[src/rtl/mvm_host_driver_if.sv]
// mvm_host_driver_if: operand-memory, MVM-core and result-stream signals of the host driver
interface mvm_host_driver_if #(
    parameter int K  = 32,
    parameter int B  = 8,
    parameter int AW = $clog2(K*K+K)
);
    logic          mem_en;
    logic [AW-1:0] mem_addr;
    logic [B-1:0]  mem_rdata;
    logic          mvm_loadMatrix;
    logic          mvm_loadVector;
    logic          mvm_start;
    logic [B-1:0]  mvm_data_in;
    logic          mvm_done;
    logic [2*B-1:0] mvm_data_out;
    logic          res_valid;
    logic          res_ready;
    logic [2*B-1:0] res_data;
    logic          res_last;
    modport master (
        output mem_en, mem_addr, mvm_loadMatrix, mvm_loadVector, mvm_start, mvm_data_in,
               res_valid, res_data, res_last,
        input  mem_rdata, mvm_done, mvm_data_out, res_ready
    );
    modport slave (
        input  mem_en, mem_addr, mvm_loadMatrix, mvm_loadVector, mvm_start, mvm_data_in,
               res_valid, res_data, res_last,
        output mem_rdata, mvm_done, mvm_data_out, res_ready
    );
endinterface

[src/rtl/mvm_host_driver.sv]
// mvm_host_driver: streams matrix and vector from operand memory into the MVM core,
// then buffers its K results onto a valid/ready stream.
module mvm_host_driver #(
    parameter int K         = 32,
    parameter int B         = 8,
    parameter int AW        = $clog2(K*K+K),
    parameter int VEC_FIRST = 0
) (
    input  logic              clk,
    input  logic              rst,
    input  logic              go_i,
    output logic              busy_o,
    mvm_host_driver_if.master bus
);
    localparam int N1    = VEC_FIRST ? K : K*K;
    localparam int N2    = VEC_FIRST ? K*K : K;
    localparam int BASE1 = VEC_FIRST ? K*K : 0;
    localparam int BASE2 = VEC_FIRST ? 0 : K*K;
    localparam int CW    = $clog2(K*K+1);
    localparam int PW    = $clog2(K+1);
    localparam int IW    = K > 1 ? $clog2(K) : 1;

    typedef enum logic [3:0] {
        IDLE, LD1_CMD, LD1, GAP1, LD2_CMD, LD2, GAP2, START, WAIT_DONE, CAPTURE, DRAIN
    } state_t;

    state_t         state_q, state_d;
    logic [CW-1:0]  cnt_q, cnt_d;
    logic [PW-1:0]  wr_q, wr_d, rd_q, rd_d;
    logic [AW-1:0]  addr_q, addr_d;
    logic           mem_en_q, mem_en_d, ldm_q, ldm_d, ldv_q, ldv_d, start_q, start_d;
    logic           valid, fire, last, cmd, seg1;
    logic [2*B-1:0] res_buf_q [K];

    assign valid = rd_q < wr_q;
    assign last  = rd_q == PW'(K-1);
    assign fire  = valid & bus.res_ready;

    always_comb begin
        state_d = state_q;
        cnt_d   = cnt_q;
        wr_d    = wr_q;
        rd_d    = fire ? rd_q + PW'(1) : rd_q;
        case (state_q)
            IDLE:      state_d = go_i ? LD1_CMD : IDLE;
            LD1_CMD:   begin state_d = LD1; cnt_d = '0; end
            LD1:       begin cnt_d = cnt_q + CW'(1); state_d = cnt_q == CW'(N1-1) ? GAP1 : LD1; end
            GAP1:      state_d = LD2_CMD;
            LD2_CMD:   begin state_d = LD2; cnt_d = '0; end
            LD2:       begin cnt_d = cnt_q + CW'(1); state_d = cnt_q == CW'(N2-1) ? GAP2 : LD2; end
            GAP2:      state_d = START;
            START:     state_d = WAIT_DONE;
            WAIT_DONE: state_d = bus.mvm_done ? CAPTURE : WAIT_DONE;
            CAPTURE:   begin wr_d = wr_q + PW'(1); state_d = wr_q == PW'(K-1) ? DRAIN : CAPTURE; end
            DRAIN:     if (fire && last) begin state_d = IDLE; wr_d = '0; rd_d = '0; end
            default:   state_d = IDLE;
        endcase
        // memory and load strobes are registered, so they are decoded from the next state
        cmd      = state_d == LD1_CMD || state_d == LD2_CMD;
        seg1     = state_d == LD1_CMD || state_d == LD1;
        mem_en_d = cmd || (state_d == LD1 && cnt_d < CW'(N1-1)) || (state_d == LD2 && cnt_d < CW'(N2-1));
        addr_d   = !mem_en_d ? '0 : AW'(seg1 ? BASE1 : BASE2) + (cmd ? '0 : AW'(cnt_d) + AW'(1));
        ldm_d    = VEC_FIRST ? state_d == LD2_CMD : state_d == LD1_CMD;
        ldv_d    = VEC_FIRST ? state_d == LD1_CMD : state_d == LD2_CMD;
        start_d  = state_d == START;
    end

    always_ff @(posedge clk or posedge rst) begin
        if (rst) begin
            state_q  <= IDLE;
            cnt_q    <= '0;
            wr_q     <= '0;
            rd_q     <= '0;
            addr_q   <= '0;
            mem_en_q <= 1'b0;
            ldm_q    <= 1'b0;
            ldv_q    <= 1'b0;
            start_q  <= 1'b0;
        end else begin
            state_q  <= state_d;
            cnt_q    <= cnt_d;
            wr_q     <= wr_d;
            rd_q     <= rd_d;
            addr_q   <= addr_d;
            mem_en_q <= mem_en_d;
            ldm_q    <= ldm_d;
            ldv_q    <= ldv_d;
            start_q  <= start_d;
        end
    end

    always_ff @(posedge clk)
        if (state_q == CAPTURE) res_buf_q[wr_q[IW-1:0]] <= bus.mvm_data_out;

    assign busy_o             = state_q != IDLE;
    assign bus.mem_en         = mem_en_q;
    assign bus.mem_addr       = addr_q;
    assign bus.mvm_loadMatrix = ldm_q;
    assign bus.mvm_loadVector = ldv_q;
    assign bus.mvm_start      = start_q;
    assign bus.mvm_data_in    = (state_q == LD1 || state_q == LD2) ? bus.mem_rdata : '0;
    assign bus.res_valid      = valid;
    assign bus.res_data       = valid ? res_buf_q[rd_q[IW-1:0]] : '0;
    assign bus.res_last       = valid && last;
endmodule
[src/flat_wrapper.sv]
// flat-port wrapper written by rule: the top's interface ports become plain ports
module mvm_host_driver_flat 
#(
    parameter int K         = 32,
    parameter int B         = 8,
    parameter int AW        = $clog2(K*K+K),
    parameter int VEC_FIRST = 0
)
  (clk, rst, go_i, busy_o, bus_mem_en, bus_mem_addr, bus_mvm_loadMatrix, bus_mvm_loadVector, bus_mvm_start, bus_mvm_data_in, bus_res_valid, bus_res_data, bus_res_last, bus_mem_rdata, bus_mvm_done, bus_mvm_data_out, bus_res_ready);
  mvm_host_driver_if #(.K(K), .B(B), .AW(AW)) bus_i ();
  input  logic clk;
  input  logic rst;
  input  logic go_i;
  output logic busy_o;
  output wire logic [$bits(bus_i.mem_en)-1:0] bus_mem_en;
  output wire logic [$bits(bus_i.mem_addr)-1:0] bus_mem_addr;
  output wire logic [$bits(bus_i.mvm_loadMatrix)-1:0] bus_mvm_loadMatrix;
  output wire logic [$bits(bus_i.mvm_loadVector)-1:0] bus_mvm_loadVector;
  output wire logic [$bits(bus_i.mvm_start)-1:0] bus_mvm_start;
  output wire logic [$bits(bus_i.mvm_data_in)-1:0] bus_mvm_data_in;
  output wire logic [$bits(bus_i.res_valid)-1:0] bus_res_valid;
  output wire logic [$bits(bus_i.res_data)-1:0] bus_res_data;
  output wire logic [$bits(bus_i.res_last)-1:0] bus_res_last;
  input wire logic [$bits(bus_i.mem_rdata)-1:0] bus_mem_rdata;
  input wire logic [$bits(bus_i.mvm_done)-1:0] bus_mvm_done;
  input wire logic [$bits(bus_i.mvm_data_out)-1:0] bus_mvm_data_out;
  input wire logic [$bits(bus_i.res_ready)-1:0] bus_res_ready;
  assign bus_mem_en = bus_i.mem_en;
  assign bus_mem_addr = bus_i.mem_addr;
  assign bus_mvm_loadMatrix = bus_i.mvm_loadMatrix;
  assign bus_mvm_loadVector = bus_i.mvm_loadVector;
  assign bus_mvm_start = bus_i.mvm_start;
  assign bus_mvm_data_in = bus_i.mvm_data_in;
  assign bus_res_valid = bus_i.res_valid;
  assign bus_res_data = bus_i.res_data;
  assign bus_res_last = bus_i.res_last;
  assign bus_i.mem_rdata = bus_mem_rdata;
  assign bus_i.mvm_done = bus_mvm_done;
  assign bus_i.mvm_data_out = bus_mvm_data_out;
  assign bus_i.res_ready = bus_res_ready;
  mvm_host_driver #(.K(K), .B(B), .AW(AW), .VEC_FIRST(VEC_FIRST)) u_core (.clk(clk), .rst(rst), .go_i(go_i), .busy_o(busy_o), .bus(bus_i));
endmodule
[config.mk]
export PLATFORM = sky130hd
export DESIGN_NAME = mvm_host_driver_flat
export DESIGN_NICKNAME = d
export VERILOG_FILES = /design/src/rtl/mvm_host_driver_if.sv /design/src/rtl/mvm_host_driver.sv /design/src/flat_wrapper.sv
export SDC_FILE = /design/constraint.sdc
export NUM_CORES = 1
export LEC_CHECK = 0
export ABC_AREA = 1
export BUFFER_PORTS_ARGS = -buffer_cell sky130_fd_sc_hd__buf_2
export CAP_MARGIN = 30
export CORE_ASPECT_RATIO = 2
export CORE_MARGIN = 2
export CORE_UTILIZATION = 40
export CTS_CLUSTER_DIAMETER = 120
export CTS_CLUSTER_SIZE = 25
export DETAILED_ROUTE_END_ITERATION = 8
export MAX_ROUTING_LAYER = met4
export SLEW_MARGIN = 10
export SYNTH_ARGS = -nofsm -noshare
export SYNTH_HDL_FRONTEND = slang
export SYNTH_SLANG_ARGS = --single-unit
[constraint.sdc]
create_clock -name clk -period 3.29 [get_ports clk]
set_input_delay 0.8225 -clock clk [delete_from_list [all_inputs] [get_ports clk]]
set_output_delay 0.8225 -clock clk [all_outputs]
set_load 0.005 [all_outputs]
==> results.toml <==
[run_status]
status = "complete, but fails checks"
violations = "negative setup slack"

[floorplan]
die_x_microns = 173.5
die_y_microns = 342.9
io_pins = 71
core-area_sq_um = 56940
start_util_pct = 40.35
fp.dieArea_sq_um = 59490
row_count = 124

[layout]
drive_gt1_share_pct = 19.27
fillers = 5006
nets = 2060
multi_input_area_sq_um = 6190
final_util_pct = 47.63
seqCellArea_sq_um = 16440
area_growth_pct = 18.04

[critical_path]
crit_arrival_ns = 2.75
slowest_stage = "dfrtp_4"
critPathKind = "flip-flop to primary output"
rrSetupSlack_ns = 0.63
path_common_cell = "buf_12"
worstSetupStartpointType = "flip-flop"
crit_chain = "buf_12 > buf_12 > inv_16 > buf_12 > buf_8 > nand2_2 > a32o_1 > o211ai_1 > a21oi_1 > nor2_2 > buf_2"
rr_endpoint = "u_core.bus.mem_addr[8]$_DFF_PP0_"
crit_family = "buffers and inverters"
crit_path_end_kind = "primary output"
r2r-start = "u_core.state_q[3]$_DFF_PP0_"
crit_buf_inv = 6
worstPathMaxFanout = 6
reg2reg_depth = 13
cp_slowest_stage_delay_ns = 0.52
cp.required_ns = 2.47

[clock_tree]
numClockSinks = 554
clkTransAtPathRegs_ns = 0.10
tritoncts = "done"
cts_hold_buf = 0
cts_buffer_depth = 3
cts_made_buffers = 26
htree_levels = 1
root_buffer = "clkbuf_16"
clk_latency_ns = 0.60

[detailed_routing]
via_per_inst = 5.671
drtPass1Iterations = 8
wire_per_inst_microns = 23.94
drtIter0Drc = 1498
wl_mm = 66.93
via_count = 15860
drc = 0
antenna_left = 0

[global_route]
top_usage_layer = "met2"
grtUsageTotal_pct = 22.55
grt_use_met1_pct = 23.84
grt_pass1_vias = 15980
use_met3_pct = 1.873
grt_pass1_wl_mm = 97.97
grt_start_max_net_pins = 69
use_met2_pct = 41.48
grt-ovfl-total = 0
antenna_found_initial = 0

[synth]
syn-num-nets = 1922
synth_cell_types = 41
yosys_warnings = 0
synth.largest_area_cell = "edfxtp_1"
ys_ff_latch = 554
netlist_area_sq_um = 22970
yosys-top-cells-area = "edfxtp_1 (67%), nand2_1 (8.4%), a21oi_1 (5.2%)"
synthArstFlopShare_pct = 7.581
synth_top_area_share_pct = 66.92
syn_avg_cell_area_sq_um = 12.21
yosys_most_used_dff = "edfxtp_1"
synth_edf_count = 512
syn_inst = 1881
yosysSeqAreaShare_pct = 71.50

[sta]
worst_pin_slew_ns = 0.6872
rsz0062_at_grt = "true"
fin_crit_ns = 3.577
fmax_ghz = 0.2796
fin_crit_sh_pct = 108.7
timing.final.hold_violations = 0
holdWs_ns = 0.3393
timing.final.ws_setup_ns = -0.2869
skew_ns = 0.03894
finalSetupViolations = 16
max_slew_margin_pct = 54.19
finalMaxSlewViolations = 0

[pwr]
p_per_area_nw_per_um2 = 859.2
power_mw = 23.30
vdd_ir_drop_max_mv = 0.5214
power.leakage_nw = 9.656

[placed_design]
post-dp-hpwl_mm = 38.76
place.gp.congestion = 0.8592
io_buffers = 70

[hold_path]
worstHoldPathType = "input pin to asynchronous set/reset pin"

[flow_run]
drv_cap = 0
## repair_timing
item | CTS | global route
buffers inserted | 21 | 8
resized for setup | 128 | 59
cloned | 19 | 6
pin swaps | 18 | 28
endpoints found under the setup margin | 16 | 18
## routing by layer
layer	up-vias	part of all wire, %	routed length (microns)
li1	7110	-	-
met1	7908	35	23210
met2	658	54	35890
met3	181	5.5	3696
met4	0	6.2	4132
met5	-	0	0
## how the worst max path moves through the flow
stage	startpoint	endpoint	slack, ns	cells after the start
6_report	u_core.rd_q[0]$_DFF_PP0_	bus_res_data[3]	-0.29	11
5_1_grt	u_core.rd_q[0]$_DFF_PP0_	bus_res_data[1]	-0.35	13
4_1_cts	u_core.rd_q[0]$_DFF_PP0_	bus_res_data[3]	-0.24	10
3_5_place_dp	u_core.rd_q[0]$_DFF_PP0_	bus_res_data[1]	0.03	12
3_3_place_gp	u_core.rd_q[0]$_DFF_PP0_	bus_res_data[1]	0.03	12
2_1_floorplan	u_core.wr_q[3]$_DFFE_PP0P_	bus_res_data[10]	0.60	10
## cells in the mapped netlist, types with 15 or more instances
cell type / count
a22oi_1: 32
nor2_1: 99
o21ai_0: 15
buf_1: 23
nand2_1: 515
clkbuf_1: 77
dfrtp_1: 42
a221o_1: 31
o311ai_0: 23
nor2_2: 15
inv_1: 50
nand3_1: 43
edfxtp_1: 512
a32o_1: 41
o211ai_1: 41
a21oi_1: 237
## tightest hold or removal path: stages
cell	delay (ns)
buf_2	0.10
inv_1	0.04
buf_4	0.46
## state kept, by name, indices dropped and copies added, names as in the netlist
register	count
u_core.cnt_q	11
u_core.state_q	4
u_core.bus.mvm_loadVector	1
u_core.bus.mvm_start	1
u_core.bus.mvm_loadMatrix	1
u_core.bus.mem_en	1
u_core.res_buf_q	512
u_core.bus.mem_addr	11
u_core.rd_q	6
u_core.wr_q	6
## layout make-up
| type | count | share of cell area, % |
|---|---|---|
| clock buffers | 47 | 2.768 |
| inverters | 59 | 0.9366 |
| repair inverters | 7 | 0.4060 |
| repair buffers | 217 | 8.835 |
| diodes | 1 | 0.009227 |
| multi-input cells | 1154 | 22.82 |
| flip-flops and latches | 554 | 60.62 |
| clock inverters | 1 | 0.1107 |
| well taps | 756 | 3.488 |
## where the power goes
group          internal [mW]  total, mW  leakage (nW)  switching (mW)
clock network           1.58       3.74         0.368            2.16
registers               7.85       8.02          5.13           0.172
logic                   4.67       11.5          4.16            6.87
## metrics by stage
step	cell area (sq um)	TNS [ns]	std cells	setup slack (ns)
5_1_grt	27120	-4.326	2795	-0.3463
3_3_place_gp	24880	0	2694	0.02733
6_report	27120	-2.821	2796	-0.2869
4_1_cts	26730	-3.141	2782	-0.2444
3_5_place_dp	24880	0	2694	0.02607
2_1_floorplan	22970	0	1881	0.6014
## logic make-up after synthesis
logic type | Yosys count | share of synthesized area [%]
XOR/XNOR | 2 | 0.07626
adder cells (fa/ha/maj) | 12 | 0.6535
AO/OA/AOI/OAI | 425 | 12.05
AND/OR/NAND/NOR | 715 | 12.77
buffers and inverters | 173 | 2.963
flip-flops | 554 | 71.50
## cells in the final DEF, fill, tap and decap left out, drive strengths merged
master,synthesis,final
diode,0,1
and2,2,2
nor3b,1,1
a22oi,32,32
nor2,116,116
o311ai,23,23
clkbuf,77,52
a211oi,1,1
o21ai,17,17
nand4,5,5
a221o,31,31
o221ai,1,1
xor2,1,1
nand3b,1,1
a32o,41,41
edfxtp,512,512
buf,37,211
or2,3,3
nand2,529,529
nor3,8,8
o22ai,1,1
inv,54,63
clkinv,5,4
o211ai,41,41
a21oi,237,237
dfrtp,42,42
bufbuf,0,1
xnor2,1,1
nand3,49,49
and3,1,1
ha,12,12
Power figures use the tool's default switching activity.
